**src/rtl/multi_cycle_control.sv**
```systemverilog
// -----------------------------------------------------------------------------
// multi_cycle_control
//   Control FSM for a multi-cycle MIPS-subset datapath. It sequences
//   FETCH -> DECODE -> EXECUTE -> [MEM] -> [WRITEBACK] and owns the program
//   counter and the instruction register. Decoded datapath controls are held
//   in registers from DECODE until the next instruction is decoded.
//
// Ports
//   clock        in   sole clock, rising edge
//   reset_n      in   asynchronous active-low reset
//   instr_in     in   [31:0] instruction word from instruction memory
//   mem_ready    in   completion strobe for fetch and data access
//   zero         in   ALU zero flag, sampled in MEM for branches
//   stage        out  [2:0] 0 FETCH,1 DECODE,2 EXECUTE,3 MEM,4 WRITEBACK,7 HALT
//   pc           out  [31:0] program counter
//   alu_op       out  [1:0] 00 R-type, 11 ADDI/LW/SW, 01 BEQ/BNE, 10 idle
//   alu_funct    out  [5:0] IR[5:0]
//   ALU_Src      out  1 selects sign-extended immediate
//   sign_extend  out  [31:0] IR[15:0] sign-extended
//   reg_dst      out  1 selects rd, 0 selects rt
//   reg_write    out  register-file write strobe
//   mem_to_reg   out  1 selects memory data for writeback
//   instr_read   out  instruction fetch request
//   data_read    out  data load request
//   data_write   out  data store request
//   halted       out  high in HALT
// -----------------------------------------------------------------------------
module multi_cycle_control (
  input  logic        clock,
  input  logic        reset_n,
  input  logic [31:0] instr_in,
  input  logic        mem_ready,
  input  logic        zero,
  output logic [2:0]  stage,
  output logic [31:0] pc,
  output logic [1:0]  alu_op,
  output logic [5:0]  alu_funct,
  output logic        ALU_Src,
  output logic [31:0] sign_extend,
  output logic        reg_dst,
  output logic        reg_write,
  output logic        mem_to_reg,
  output logic        instr_read,
  output logic        data_read,
  output logic        data_write,
  output logic        halted
);

  localparam logic [2:0] S_FETCH  = 3'd0;
  localparam logic [2:0] S_DECODE = 3'd1;
  localparam logic [2:0] S_EXEC   = 3'd2;
  localparam logic [2:0] S_MEM    = 3'd3;
  localparam logic [2:0] S_WB     = 3'd4;
  localparam logic [2:0] S_HALT   = 3'd7;

  localparam logic [5:0] OP_RTYPE = 6'b000000;
  localparam logic [5:0] OP_ADDI  = 6'b001000;
  localparam logic [5:0] OP_LW    = 6'b100011;
  localparam logic [5:0] OP_SW    = 6'b101011;
  localparam logic [5:0] OP_BEQ   = 6'b000100;
  localparam logic [5:0] OP_BNE   = 6'b000101;

  localparam logic [1:0] ALU_RTYPE = 2'b00;
  localparam logic [1:0] ALU_ADD   = 2'b11;
  localparam logic [1:0] ALU_SUB   = 2'b01;
  localparam logic [1:0] ALU_IDLE  = 2'b10;

  logic [2:0]  stage_q, stage_d;
  logic [31:0] pc_q, pc_d;
  logic [31:0] ir_q, ir_d;
  logic [1:0]  alu_op_q, alu_op_d;
  logic [5:0]  alu_funct_q, alu_funct_d;
  logic        alu_src_q, alu_src_d;
  logic [31:0] sign_extend_q, sign_extend_d;
  logic        reg_dst_q, reg_dst_d;
  logic        mem_to_reg_q, mem_to_reg_d;
  // Low from reset until the first clock edge after release, so no fetch
  // request is raised (or accepted) while reset is still being left.
  logic        run_q;

  logic [5:0] opcode;
  logic       is_rtype, is_addi, is_lw, is_sw, is_beq, is_bne;
  logic       is_branch, is_legal, branch_taken;

  // Decode always looks at IR: it is loaded at the end of FETCH and stays
  // constant for the rest of the instruction.
  assign opcode    = ir_q[31:26];
  assign is_rtype  = (opcode == OP_RTYPE);
  assign is_addi   = (opcode == OP_ADDI);
  assign is_lw     = (opcode == OP_LW);
  assign is_sw     = (opcode == OP_SW);
  assign is_beq    = (opcode == OP_BEQ);
  assign is_bne    = (opcode == OP_BNE);
  assign is_branch = is_beq | is_bne;
  assign is_legal  = is_rtype | is_addi | is_lw | is_sw | is_branch;
  assign branch_taken = (is_beq & zero) | (is_bne & ~zero);

  // NOTE: every signal driven here gets a default first, so no path through
  // the case statement leaves one unassigned and no latch is inferred.
  always_comb begin
    stage_d       = stage_q;
    pc_d          = pc_q;
    ir_d          = ir_q;
    alu_op_d      = alu_op_q;
    alu_funct_d   = alu_funct_q;
    alu_src_d     = alu_src_q;
    sign_extend_d = sign_extend_q;
    reg_dst_d     = reg_dst_q;
    mem_to_reg_d  = mem_to_reg_q;

    case (stage_q)
      S_FETCH: begin
        if (run_q && mem_ready) begin
          ir_d    = instr_in;
          pc_d    = pc_q + 32'd4;
          stage_d = S_DECODE;
        end
      end
      S_DECODE: begin
        if (!is_legal) begin
          alu_op_d      = ALU_IDLE;
          alu_funct_d   = '0;
          alu_src_d     = 1'b0;
          sign_extend_d = '0;
          reg_dst_d     = 1'b0;
          mem_to_reg_d  = 1'b0;
          stage_d       = S_HALT;
        end else begin
          alu_op_d      = is_rtype ? ALU_RTYPE : (is_branch ? ALU_SUB : ALU_ADD);
          alu_funct_d   = ir_q[5:0];
          alu_src_d     = is_addi | is_lw | is_sw;
          sign_extend_d = {{16{ir_q[15]}}, ir_q[15:0]};
          reg_dst_d     = is_rtype;
          mem_to_reg_d  = is_lw;
          stage_d       = S_EXEC;
        end
      end
      S_EXEC: begin
        stage_d = (is_lw | is_sw | is_branch) ? S_MEM : S_WB;
      end
      S_MEM: begin
        if (is_branch) begin
          // pc already holds the incremented value; the add wraps mod 2^32.
          if (branch_taken) pc_d = pc_q + {sign_extend_q[29:0], 2'b00};
          stage_d = S_FETCH;
        end else if (mem_ready) begin
          stage_d = is_lw ? S_WB : S_FETCH;
        end
      end
      S_WB:    stage_d = S_FETCH;
      S_HALT:  stage_d = S_HALT;
      default: stage_d = S_HALT;
    endcase
  end

  // NOTE: state registers use non-blocking assignments so every register
  // samples the pre-edge values, independent of statement order.
  always_ff @(posedge clock or negedge reset_n) begin
    if (!reset_n) begin
      stage_q       <= S_FETCH;
      pc_q          <= '0;
      ir_q          <= '0;
      alu_op_q      <= ALU_IDLE;
      alu_funct_q   <= '0;
      alu_src_q     <= 1'b0;
      sign_extend_q <= '0;
      reg_dst_q     <= 1'b0;
      mem_to_reg_q  <= 1'b0;
      run_q         <= 1'b0;
    end else begin
      stage_q       <= stage_d;
      pc_q          <= pc_d;
      ir_q          <= ir_d;
      alu_op_q      <= alu_op_d;
      alu_funct_q   <= alu_funct_d;
      alu_src_q     <= alu_src_d;
      sign_extend_q <= sign_extend_d;
      reg_dst_q     <= reg_dst_d;
      mem_to_reg_q  <= mem_to_reg_d;
      run_q         <= 1'b1;
    end
  end

  // Strobes are pure functions of the registered state, so they are glitch-free
  // with respect to mem_ready and are mutually exclusive by construction.
  assign stage       = stage_q;
  assign pc          = pc_q;
  assign alu_op      = alu_op_q;
  assign alu_funct   = alu_funct_q;
  assign ALU_Src     = alu_src_q;
  assign sign_extend = sign_extend_q;
  assign reg_dst     = reg_dst_q;
  assign mem_to_reg  = mem_to_reg_q;
  assign instr_read  = run_q && (stage_q == S_FETCH);
  assign data_read   = (stage_q == S_MEM) && is_lw;
  assign data_write  = (stage_q == S_MEM) && is_sw;
  assign reg_write   = (stage_q == S_WB);
  assign halted      = (stage_q == S_HALT);

endmodule

```
**config.mk**
```make
export PLATFORM = sky130hd
export DESIGN_NAME = multi_cycle_control
export DESIGN_NICKNAME = d
export VERILOG_FILES = /design/src/rtl/multi_cycle_control.sv
export SDC_FILE = /design/constraint.sdc
export NUM_CORES = 1
export LEC_CHECK = 0
export CAP_MARGIN = 10
export CORE_ASPECT_RATIO = 2
export CORE_UTILIZATION = 32
export DETAILED_ROUTE_END_ITERATION = 16
export PLACE_DENSITY = 0.64
export SLEW_MARGIN = 40
export SYNTH_ARGS = -nofsm -noshare
export SYNTH_HDL_FRONTEND = slang
export SYNTH_SLANG_ARGS = --single-unit
```
**constraint.sdc**
```tcl
create_clock -name clock -period 4.41 [get_ports clock]
set_input_delay 0.882 -clock clock [delete_from_list [all_inputs] [get_ports clock]]
set_output_delay 0.882 -clock clock [all_outputs]
set_load 0.01 [all_outputs]
```
=== After elaboration in Yosys (flattened, before gate mapping) ===
Cells that the tools add are included.

* Register bits after elaboration: 111
* Bits of input ports: 36
* Output and inout port bits: 83
* Word-level logic and storage cells: 68

* Add/subtract/negate cells: 2
* Equal/unequal tests: 14
* Mux-type cells: 19
* Bitwise operators: 13
* Reductions and logical operators: 10

{| class="wikitable"
|+ Operator list
! operator !! count
|-
| 32-bit two-way mux || 4
|-
| 32-bit one-hot mux with 2 select lines || 1
|-
| 32-bit by 3-bit adder with 32-bit output (second input constant) || 1
|-
| 32-bit adder || 1
|-
| 3-bit two-way mux || 6
|-
| 3-bit one-hot mux with 5 select lines || 1
|-
| 6-bit by 3-bit equality test with 1-bit output (second input constant) || 2
|-
| 6-bit equality test (second input constant) || 2
|-
| 1-bit bitwise OR || 10
|-
| 3-bit by 2-bit equality test with 1-bit output (second input constant) || 2
|-
| 3-bit equality test (second input constant) || 2
|-
| 6-bit by 4-bit equality test with 1-bit output (second input constant) || 1
|-
| 6-bit logical NOT || 1
|-
| 2-bit two-way mux || 3
|-
| 6-bit two-way mux || 1
|-
| 2-bit inequality test (second input constant) || 3
|-
| 1-bit logical AND || 4
|-
| 2-bit AND reduction || 2
|-
| 4-bit AND reduction || 1
|-
| 3-bit by 1-bit equality test with 1-bit output (second input constant) || 1
|-
| 3-bit logical NOT || 1
|-
| 1-bit two-way mux || 3
|-
| 3-bit inequality test (second input constant) || 1
|-
| 1-bit AND || 2
|-
| other kinds (2) || 2
|}

=== Logic depth before layout (Yosys ltp) ===
Gate-level depths: netlist (run 1).

* Depth in word-level cells: 7
* Depth in mapped cells: 16
* Depth with buffers taken out: 14

=== Worst setup path after synthesis (run 1) ===
OpenSTA, ideal clock, no wires.

* Kind: register to register
* Start: register stage_q[0], in the netlist stage[0]
* End: register pc_q[23], in the netlist pc[23]
* Setup time: 0.127 ns
* Arrival time: 3.266 ns
* Data required time: 4.283 ns
* Slack: 1.017 ns
* Cell stages (with the launch flop): 17
* Clock period less this slack: 3.393 ns
* Cell sequence: dfrtp_1 -> buf_4 -> and3b_1 -> buf_6 -> clkbuf_1 -> nand2_1 -> inv_1 -> ha_1 -> a211oi_1 -> o21ai_1 -> a31oi_1 -> o21ai_1 -> a41o_1 -> a221oi_2 -> nor3b_1 -> o21ai_1 -> xnor2_1

* Longest elaborated chain between the ends: 3
* Elaborated cells on any way between the ends: 8
* Those cells by class: eq/ne (4); mux (1); reduce/logical (3)

{| class="wikitable"
|+ RTL lines
! what !! line !! RTL
|-
| start: declaration || 68 || <nowiki>logic [2:0] stage_q, stage_d;</nowiki>
|-
| start signal: assignment || 171 || <nowiki>stage_q <= stage_d;</nowiki>
|-
| 3-bit by 2-bit equality test with 1-bit output / 3-bit logical NOT (equally long branches) || 111 || <nowiki>case (stage_q)</nowiki>
|-
| 2-bit inequality test (no source line) / 2-bit nonzero test (equally long branches) || n/a ||
|-
| 4-bit AND reduction (no source line) || n/a ||
|-
| end signal: assignment || 172 || <nowiki>pc_q <= pc_d;</nowiki>
|-
| end: declaration || 69 || <nowiki>logic [31:0] pc_q, pc_d;</nowiki>
|}

Several ways; a longest one is shown, not always the timed one.
A chain may end at the register's enable or synchronous reset.

=== Final worst setup path (run 1) ===
* Start: register stage_q[1], in the netlist stage[1]
* End: register pc_q[29], in the netlist pc[29]

Same word-level chain as after synthesis.

==> flow_metrics.env, run 1 <==
export IMPL_wl_per_cell_um=15.7
export IMPL_port_buffers=106
export IMPL_worst_setup_path_start_kind="flip-flop"
export IMPL_ys_ff_latch=77
export IMPL_die_area_sq_mm=0.0147
export IMPL_via_per_inst=5.05
export IMPL_finalMaxSlewViolations=0
export IMPL_ff2ff_setup_slack_ns=0.72
export IMPL_power_leakage_uw=0.00259
export IMPL_die_h_um=171
export IMPL_whs_path_depth=1
export IMPL_drt_initial_drc_count=190
export IMPL_grt_pass1_wl_um=18900
export IMPL_critPathCaptureType="flip-flop"
export IMPL_gp_congestion=0.826
export IMPL_maxCapViolCount=0
export IMPL_setup_violations_final=0
export IMPL_async_reset_ff_frac=1.00
export IMPL_cts_hold_buf=0
export IMPL_htreeDepth=3
export IMPL_peakVddDrop_uv=336
export IMPL_required_ns=4.67
export IMPL_skew_ns=0.00567
export IMPL_worst_setup_path_type="reg2reg"
export IMPL_max_slew_margin=0.510
export IMPL_crit_fanout=11
export IMPL_place_hpwl_um=8780
export IMPL_synth_most_common_cell="dfrtp_1"
export IMPL_synth_common_cells="dfrtp_1, nor2_1, a21oi_1"
export IMPL_tightest_slew_ns=0.734
export IMPL_synth_cell_types=63
export IMPL_cts_buffer_depth=2
export IMPL_final_nets=598
export IMPL_cts_sinks=77
export IMPL_clk_pin_slew_ns=0.06
export IMPL_status="finished, final reports clean"
export IMPL_period_share=0.836
export IMPL_rows=61
export IMPL_critical_path_arrival_ns=3.95
export IMPL_cts_resized=0
export IMPL_synth_edf_count=0
export IMPL_synth_area_leaders="dfrtp_1, mux2_2, buf_4, ha_1, a21oi_1"
export IMPL_hold_path_class="reg2reg"
export IMPL_place_ws_ns=0.716
export IMPL_post_cts_buffers=0
export IMPL_area_growth_pct=29.8
export IMPL_postLayoutSetupSlackWorst_ns=0.721
export IMPL_worstReg2RegStart="stage[1]$_DFFE_PN0P_"
export IMPL_r2r_end="pc[29]$_DFFE_PN0P_"
export IMPL_vias=3736
export IMPL_p_per_area_mw_per_mm2=593
export IMPL_crit_path_start="stage[1]$_DFFE_PN0P_"
export IMPL_clkLatencyLatePin_ns=0.34
export IMPL_synth_warnings=0
export IMPL_synth_main_ff_cell="dfrtp_1"
export IMPL_grt_pass1_vias=3838
export IMPL_clockRootBuffer="clkbuf_16"
export IMPL_synth_top_area_cell="dfrtp_1"
export IMPL_antenna_found_initial=0
export IMPL_ys_seq_area_frac=0.423
export IMPL_overflow=0
export IMPL_worstHoldStart="pc[31]$_DFFE_PN0P_"
export IMPL_fin_tns_setup_ns=0
export IMPL_grt_usage=0.168
export IMPL_syn_area_per_cell_sq_um=9.69
export IMPL_wl_um=11600
export IMPL_period_minus_slack_ns=3.69
export IMPL_max_freq_ghz=0.271
export IMPL_rsz0062_at_grt="no"
export IMPL_hold_end="pc[31]$_DFFE_PN0P_"
export IMPL_drive_gt1_frac=0.105
export IMPL_synthesis_area_sq_mm=0.00455
export IMPL_cts_buffers_inserted=9
export IMPL_drc_errors=0
export IMPL_n_antenna_cell=0
export IMPL_final_antenna_net_count=0
export IMPL_core_area_sq_mm=0.0139
export IMPL_ios=119
export IMPL_largest_reg_flops=30
export IMPL_start_util=0.328
export IMPL_grt_start_max_net_pins=78
export IMPL_r2r_cells=13
export IMPL_syn_inst=470
export IMPL_die_x_um=86.4
export IMPL_finalHoldViolCount=0
export IMPL_cts_tree="done"
export IMPL_dr_pass1_iters=4
export IMPL_synth_top_area_share=0.418
-- metrics by stage --
step,utilization,cell area [sq um],power [uW],cells,hold slack (ns)
after floorplan,-,4560,2140,471,0.462
after global placement,0.403,5600,2730,724,0.458
after detailed placement,0.404,5610,2780,724,0.463
after CTS,0.426,5910,3550,740,0.472
after global routing,0.426,5910,3740,740,0.490
final,0.426,5910,3500,740,0.464
-- worst max path at each step --
stage	end	depth (start not counted)
CTS	pc[29]$_DFFE_PN0P_	13
finish	pc[29]$_DFFE_PN0P_	13
global placement	pc[29]$_DFFE_PN0P_	13
floorplan	pc[23]$_DFFE_PN0P_	16
detailed placement	pc[29]$_DFFE_PN0P_	13
global route	pc[29]$_DFFE_PN0P_	13
-- cell usage in the layout, fill, tap and decap left out, types with 3 or more instances in the layout --
cell type / netlist / routed
nor2_1: 41 / 40
o21ai_0: 17 / 17
xor2_1: 16 / 16
o21a_1: 4 / 4
nand2_1: 27 / 26
xnor2_1: 13 / 13
nor4_1: 4 / 4
or3_1: 7 / 7
or4_1: 4 / 4
o21ai_1: 7 / 7
mux2_2: 22 / 22
and3_1: 6 / 6
nand3_1: 16 / 16
and2_1: 15 / 15
nand2b_1: 7 / 7
a22o_1: 17 / 17
ha_1: 15 / 15
clkbuf_16: 0 / 9
a21o_1: 5 / 5
buf_4: 26 / 5
clkdlybuf4s50_1: 0 / 105
a31oi_1: 3 / 3
a21oi_1: 36 / 36
inv_1: 9 / 9
nor2b_1: 3 / 3
dfrtp_1: 76 / 76
nor3_1: 7 / 7
conb_1: 2 / 3
-- metal layers --
metal  global-route usage  wire [um]  vias to the layer above
met5                    0          0                        -
met4               0.0841        405                        0
met3               0.0347        394                       24
met2                0.320       6590                       93
met1                0.167       4240                     1826
li1                     -          -                     1793
-- layout make-up --
class	count	area, sq um
Inverter	10	37.5
Clock inverter	6	71.3
Clock buffer	10	229
Timing Repair Buffer	111	1100
Multi-Input combinational cell	337	2310
Tap cell	189	236
Sequential cell	77	1930
Fill cell	1403	7980
-- cells by family (layout without fill, tap and decap cells) --
family | after synthesis | in the layout | share of synthesized area
multiplexers | 24 | 24 | 0.0588
buffers and inverters | 57 | 137 | 0.0717
AO/OA/AOI/OAI | 114 | 114 | 0.170
XOR/XNOR | 29 | 29 | 0.0558
AND/OR/NAND/NOR | 150 | 150 | 0.171
adder cells (fa/ha/maj) | 17 | 17 | 0.0478
flip-flops | 77 | 77 | 0.423
other | 2 | 3 | 0.00165
-- power breakdown --
part,switching (uW),internal [uW],total (uW)
Clock,309,444,753
Sequential,279,976,1260
Combinational,679,816,1490
-- worst max-delay path, cell delays in order, from the launching register on --
cell      delay [ns]
dfrtp_1         0.53
and3b_1         0.35
nand2_1         0.14
inv_1           0.08
ha_1            0.24
a211oi_1        0.38
o21bai_1        0.13
a21oi_1         0.32
o211ai_1        0.17
a211oi_2        0.37
o21ai_1         0.17
o21ai_0         0.31
mux2i_1         0.27
xor2_1          0.15
(Power assumes the default switching activity.)
==> inputs of run 2 (changes only) <==
Clock period 4.41 ns to 3.5 ns, I/O delays scaled along.
==> run 2 against run 1 <==
  * Highest routed layer unchanged
  * Clock power is 23% higher
  * Sequential cell count stayed put
  * First-iteration DRC count is 6.8% lower
  * Power is 27% higher
  * Critical endpoint is now pc[24]$_DFFE_PN0P_
  * Non-clock buffer count is 12 higher
  * Utilization is 0.70 points higher
  * Final area is 1.7% higher
  * Global-route usage is 0.15 points higher
  * Fmax is 9.9% higher
  * Clock-buffer cell count is 1 lower
  * Worst setup slack worse by 0.58 ns
==> flow_metrics.env, run 2 (same netlist as run 1, synthesis figures left out) <==
export IMPL_status="finished, final reports clean"
export IMPL_p_seq_frac=0.349
export IMPL_power_frac_comb=0.444
export IMPL_required_ns=3.77
export IMPL_htreeDepth=3
export IMPL_cts_hold_buf=0
export IMPL_max_freq_ghz=0.298
export IMPL_period_minus_slack_ns=3.36
export IMPL_post_place_cells=733
export IMPL_period_share=0.959
export IMPL_rows=61
export IMPL_finalHoldViolCount=0
export IMPL_dr_pass1_iters=6
export IMPL_final_antenna_net_count=0
export IMPL_maxCapViolCount=0
export IMPL_drt_initial_drc_count=177
export IMPL_tightest_slew_ns=0.723
export IMPL_cts_tree="done"
export IMPL_switching_power_uw=1640
export IMPL_vias=3816
export IMPL_hold_ws_ns=0.396
export IMPL_wl_um=11900
export IMPL_max_slew_margin=0.518
export IMPL_hold_path_class="in2async"
export IMPL_peakVddDrop_uv=428
export IMPL_worst_setup_path_start_kind="flip-flop"
export IMPL_n_antenna_cell=0
export IMPL_overflow=0
export IMPL_clkLatencyLatePin_ns=0.34
export IMPL_setup_violations_final=0
export IMPL_antenna_found_initial=0
export IMPL_p_clk_frac=0.208
export IMPL_drive_gt1_frac=0.130
export IMPL_skew_ns=0.00539
export IMPL_rsz0062_at_grt="yes"
export IMPL_port_buffers=106
export IMPL_cts_sinks=77
export IMPL_p_per_area_mw_per_mm2=739
export IMPL_grt_pass1_vias=3952
export IMPL_ios=119
export IMPL_gp_congestion=0.869
export IMPL_core_area_sq_mm=0.0139
export IMPL_final_common_cell="clkdlybuf4s50_1"
export IMPL_wl_per_cell_um=15.8
export IMPL_crit_fanout=5
export IMPL_critical_path_arrival_ns=3.62
export IMPL_postLayoutSetupSlackWorst_ns=0.144
export IMPL_grt_start_max_net_pins=78
export IMPL_final_cells=752
export IMPL_drc_errors=0
export IMPL_place_hpwl_um=8980
export IMPL_power_leakage_uw=0.00263
export IMPL_place_ws_ns=0.0413
export IMPL_area_growth_pct=31.9
export IMPL_worst_setup_path_type="reg2reg"
export IMPL_start_util=0.328
export IMPL_final_nets=610
export IMPL_final_cell_mix="clkdlybuf4s50_1, dfrtp_1, nor2_1, a21oi_1, nand2_1"
export IMPL_die_h_um=171
export IMPL_die_area_sq_mm=0.0147
export IMPL_intPower_uw=2800
export IMPL_finalMaxSlewViolations=0
export IMPL_die_x_um=86.4
export IMPL_grt_pass1_wl_um=19200
export IMPL_largest_reg_flops=30
export IMPL_grt_usage=0.170
export IMPL_cts_buffers_inserted=9
export IMPL_cts_buffer_depth=2
export IMPL_critPathCaptureType="flip-flop"
export IMPL_clockRootBuffer="clkbuf_16"
export IMPL_via_per_inst=5.07
export IMPL_netSwitchingFraction=0.370
export IMPL_totalPowerFinal_uw=4440
export IMPL_clk_pin_slew_ns=0.07
[run 2: layout make-up]
type | instances | area [sq um]
clock buffer | 9 | 225
clock inverter | 7 | 65.1
fill | 1388 | 7880
inverter | 10 | 37.5
multi-input combinational | 337 | 2320
sequential | 77 | 1930
tap | 189 | 236
timing repair buffer | 123 | 1190
[run 2: per-stage QoR]
| stage | TNS, ns | util | cell area [sq um] |
|---|---|---|---|
| 2_1_floorplan | 0 | - | 4560 |
| 3_3_place_gp | 0 | 0.408 | 5670 |
| 3_5_place_dp | 0 | 0.409 | 5680 |
| 4_1_cts | 0 | 0.429 | 5970 |
| 5_1_grt | -0.301 | 0.433 | 6010 |
| 6_report | 0 | 0.433 | 6010 |
[run 2: critical path, stage by stage, from the launching register on]
cell	delay (ns)
dfrtp_1	0.38
and3b_2	0.26
and2_1	0.17
ha_1	0.33
nor2b_1	0.17
o31a_1	0.28
o31a_1	0.30
o22a_2	0.26
a31oi_4	0.29
a21oi_1	0.15
or3_1	0.37
a21oi_1	0.17
xor2_1	0.15
[run 2: power groups by stage]
stage	clock (uW)	sequential (uW)	combinational, uW
finish	923	1550	1970
detailed placement	0	1570	1970
floorplan	0	1560	1130
global route	985	1610	2130
CTS	945	1560	1980
global placement	0	1550	1940
[run 2: worst paths after layout]
check,start,end,slack [ns],cells past startpoint
min in group clock,pc[31]$_DFFE_PN0P_,pc[31]$_DFFE_PN0P_,0.47,1
max,stage[0]$_DFFE_PN0P_,pc[24]$_DFFE_PN0P_,0.14,12
max reg2reg,stage[0]$_DFFE_PN0P_,pc[24]$_DFFE_PN0P_,0.14,12
min,reset_n,pc[4]$_DFFE_PN0P_,0.40,1
min reg2reg,pc[31]$_DFFE_PN0P_,pc[31]$_DFFE_PN0P_,0.47,1
max in group asynchronous,reset_n,pc[14]$_DFFE_PN0P_,2.61,1
[run 2: per-layer routing]
layer | vias to the layer above | global-route usage | share of wire
li1 | 1817 | - | -
met1 | 1863 | 0.160 | 0.35
met2 | 112 | 0.340 | 0.59
met3 | 24 | 0.0304 | 0.040
met4 | 0 | 0.0761 | 0.025
met5 | - | 0 | 0
[run 2: what timing repair did]
item / CTS / global route
hold endpoints to repair: 0 / 0
buffers inserted: 0 / 3
resized for setup: 0 / 6
endpoints found under the setup margin: 0 / 11
==> inputs of run 3 (changes only) <==
Settings changed: CORE_UTILIZATION 32 to 35, PLACE_DENSITY 0.64 to 0.69.
==> run 3 against run 2 <==
  * Critical path type unchanged
  * Register-to-register slack worse by 0.03 ns
  * Die area down 8.4%
  * Combinational power about the same
  * Clock-buffer cell count up 1
  * Critical endpoint is now pc[30]$_DFFE_PN0P_
  * Clock skew down 0.0010 ns
  * Sequential share of layout area up 0.36 points
  * Sequential power about the same
  * Critical path depth up 1
  * Clock power up 3.0%
  * Routed wire length down 4.8%
==> flow_metrics.env, run 3 (same netlist as run 1, synthesis figures left out) <==
export IMPL_path_delay_family="compound AO/OA/AOI/OAI gates"
export IMPL_core_area_sq_mm=0.0126
export IMPL_final_common_cell="clkdlybuf4s50_1"
export IMPL_max_freq_ghz=0.295
export IMPL_via_per_inst=5.30
export IMPL_hold_path_class="in2async"
export IMPL_rows=58
export IMPL_clk_pin_slew_ns=0.06
export IMPL_area_growth_pct=30.5
export IMPL_finalHoldViolCount=0
export IMPL_worst_setup_path_start_kind="flip-flop"
export IMPL_die_area_sq_mm=0.0135
export IMPL_power_leakage_uw=0.00263
export IMPL_worst_setup_path_type="reg2reg"
export IMPL_p_seq_frac=0.348
export IMPL_skew_ns=0.00434
export IMPL_grt_usage=0.180
export IMPL_crit_chain="and3b_2 -> buf_4 -> and2_1 -> ha_1 -> a21oi_1 -> o21ai_0 -> or3_1 -> o22a_2 -> a31oi_4 -> inv_2 -> maj3_1 -> o32ai_2 -> xor2_1"
export IMPL_gp_congestion=0.848
export IMPL_drive_gt1_frac=0.123
export IMPL_worstReg2RegStart="stage[0]$_DFFE_PN0P_"
export IMPL_period_share=0.967
export IMPL_cts_buffers_inserted=9
export IMPL_max_slew_margin=0.517
export IMPL_n_antenna_cell=0
export IMPL_maxCapViolCount=0
export IMPL_grt_pass1_wl_um=18400
export IMPL_cts_sinks=77
export IMPL_finalMaxSlewViolations=0
export IMPL_drt_initial_drc_count=90
export IMPL_clockRootBuffer="clkbuf_16"
export IMPL_postLayoutSetupSlackWorst_ns=0.115
export IMPL_period_minus_slack_ns=3.39
export IMPL_peakVddDrop_uv=553
export IMPL_rsz0062_at_grt="yes"
export IMPL_vias=3772
export IMPL_p_per_area_mw_per_mm2=749
export IMPL_multi_input_area_sq_mm=0.00231
export IMPL_clkLatencyLatePin_ns=0.33
export IMPL_crit_fanout=15
export IMPL_cts_hold_buf=0
export IMPL_cts_tree="done"
export IMPL_drc_errors=0
export IMPL_switching_power_uw=1600
export IMPL_start_util=0.361
export IMPL_crit_buf_inv=2
export IMPL_netSwitchingFraction=0.359
export IMPL_final_nets=609
export IMPL_htreeDepth=3
export IMPL_largest_reg_flops=30
export IMPL_slowest_stage="dfrtp_1"
export IMPL_grt_start_max_net_pins=78
export IMPL_wl_per_cell_um=15.9
export IMPL_p_clk_frac=0.214
export IMPL_status="finished, final reports clean"
export IMPL_die_x_um=82.7
export IMPL_fin_tns_setup_ns=0
export IMPL_ff_latch_area_sq_mm=0.00193
export IMPL_fill_cells=1227
export IMPL_power_frac_comb=0.438
export IMPL_intPower_uw=2850
export IMPL_place_ws_ns=0.0200
export IMPL_crit_path_start="stage[0]$_DFFE_PN0P_"
export IMPL_totalPowerFinal_uw=4450
export IMPL_required_ns=3.76
export IMPL_grt_pass1_vias=3809
export IMPL_final_cell_mix="clkdlybuf4s50_1, dfrtp_1, nor2_1, a21oi_1, nand2_1"
export IMPL_wl_um=11300
export IMPL_ios=119
export IMPL_cp_slowest_stage_delay_ns=0.37
export IMPL_antenna_found_initial=0
export IMPL_critPathCaptureType="flip-flop"
export IMPL_place_hpwl_um=8580
export IMPL_setup_violations_final=0
export IMPL_tightest_slew_ns=0.725
export IMPL_port_buffers=106
export IMPL_cts_buffer_depth=2
export IMPL_critical_path_arrival_ns=3.65
export IMPL_die_h_um=163
export IMPL_overflow=0
export IMPL_dr_pass1_iters=4
export IMPL_final_antenna_net_count=0
## run 3: changes by cell type in the layout (fill, tap and decap cells not counted), sizes merged
cell | previous run | this run
inv | 15 | 12
clkinvlp | 0 | 2
buf | 18 | 17
bufinv | 0 | 1
clkbuf | 9 | 10
clkinv | 2 | 1
## run 3: power by group through the flow
stage               sequential (uW)  clock [uW]  combinational (uW)
floorplan                      1560           0                1130
global placement               1550           0                1920
detailed placement             1570           0                1960
CTS                            1550         966                1970
global route                   1600        1000                2140
finish                         1550         951                1950
## run 3: path summary, 6_finish.rpt
check,depth (start not counted),end,slack (ns)
setup / recovery,13,pc[30]$_DFFE_PN0P_,0.11
hold / removal,1,pc[26]$_DFFE_PN0P_,0.37
setup reg to reg,13,pc[30]$_DFFE_PN0P_,0.11
hold reg to reg,1,pc[31]$_DFFE_PN0P_,0.47
max in group asynchronous,1,pc[16]$_DFFE_PN0P_,2.60
min in group clock,1,pc[31]$_DFFE_PN0P_,0.47
## run 3: layer usage
layer | vias up | track usage | part of all wire
li1 | 1814 | - | -
met1 | 1840 | 0.186 | 0.37
met2 | 100 | 0.340 | 0.58
met3 | 18 | 0.0279 | 0.032
met4 | 0 | 0.0745 | 0.025
met5 | - | 0 | 0
## run 3: what timing repair did
action | 4_1_cts | 5_1_grt
setup endpoints to repair | 1 | 5
gates resized for setup | 1 | 2
buffers inserted | 0 | 3
gates cloned | 0 | 0
pin swaps | 0 | 2
## run 3: final cells by class
| class | count | share of cell area |
|---|---|---|
| Inverter | 10 | 0.00632 |
| Multi-Input combinational cell | 337 | 0.388 |
| Tap cell | 150 | 0.0316 |
| Clock inverter | 6 | 0.0120 |
| Sequential cell | 77 | 0.324 |
| Timing Repair Buffer | 122 | 0.199 |
| Clock buffer | 10 | 0.0385 |
## run 3: metrics by stage
stage               cell area (sq um)  utilization  std cells  hold WS (ns)
finish                           5940        0.471        712         0.375
global route                     5940        0.471        712         0.445
CTS                              5920        0.469        709         0.437
detailed placement               5620        0.445        693         0.466
global placement                 5610        0.445        693         0.461
floorplan                        4560            -        471         0.404
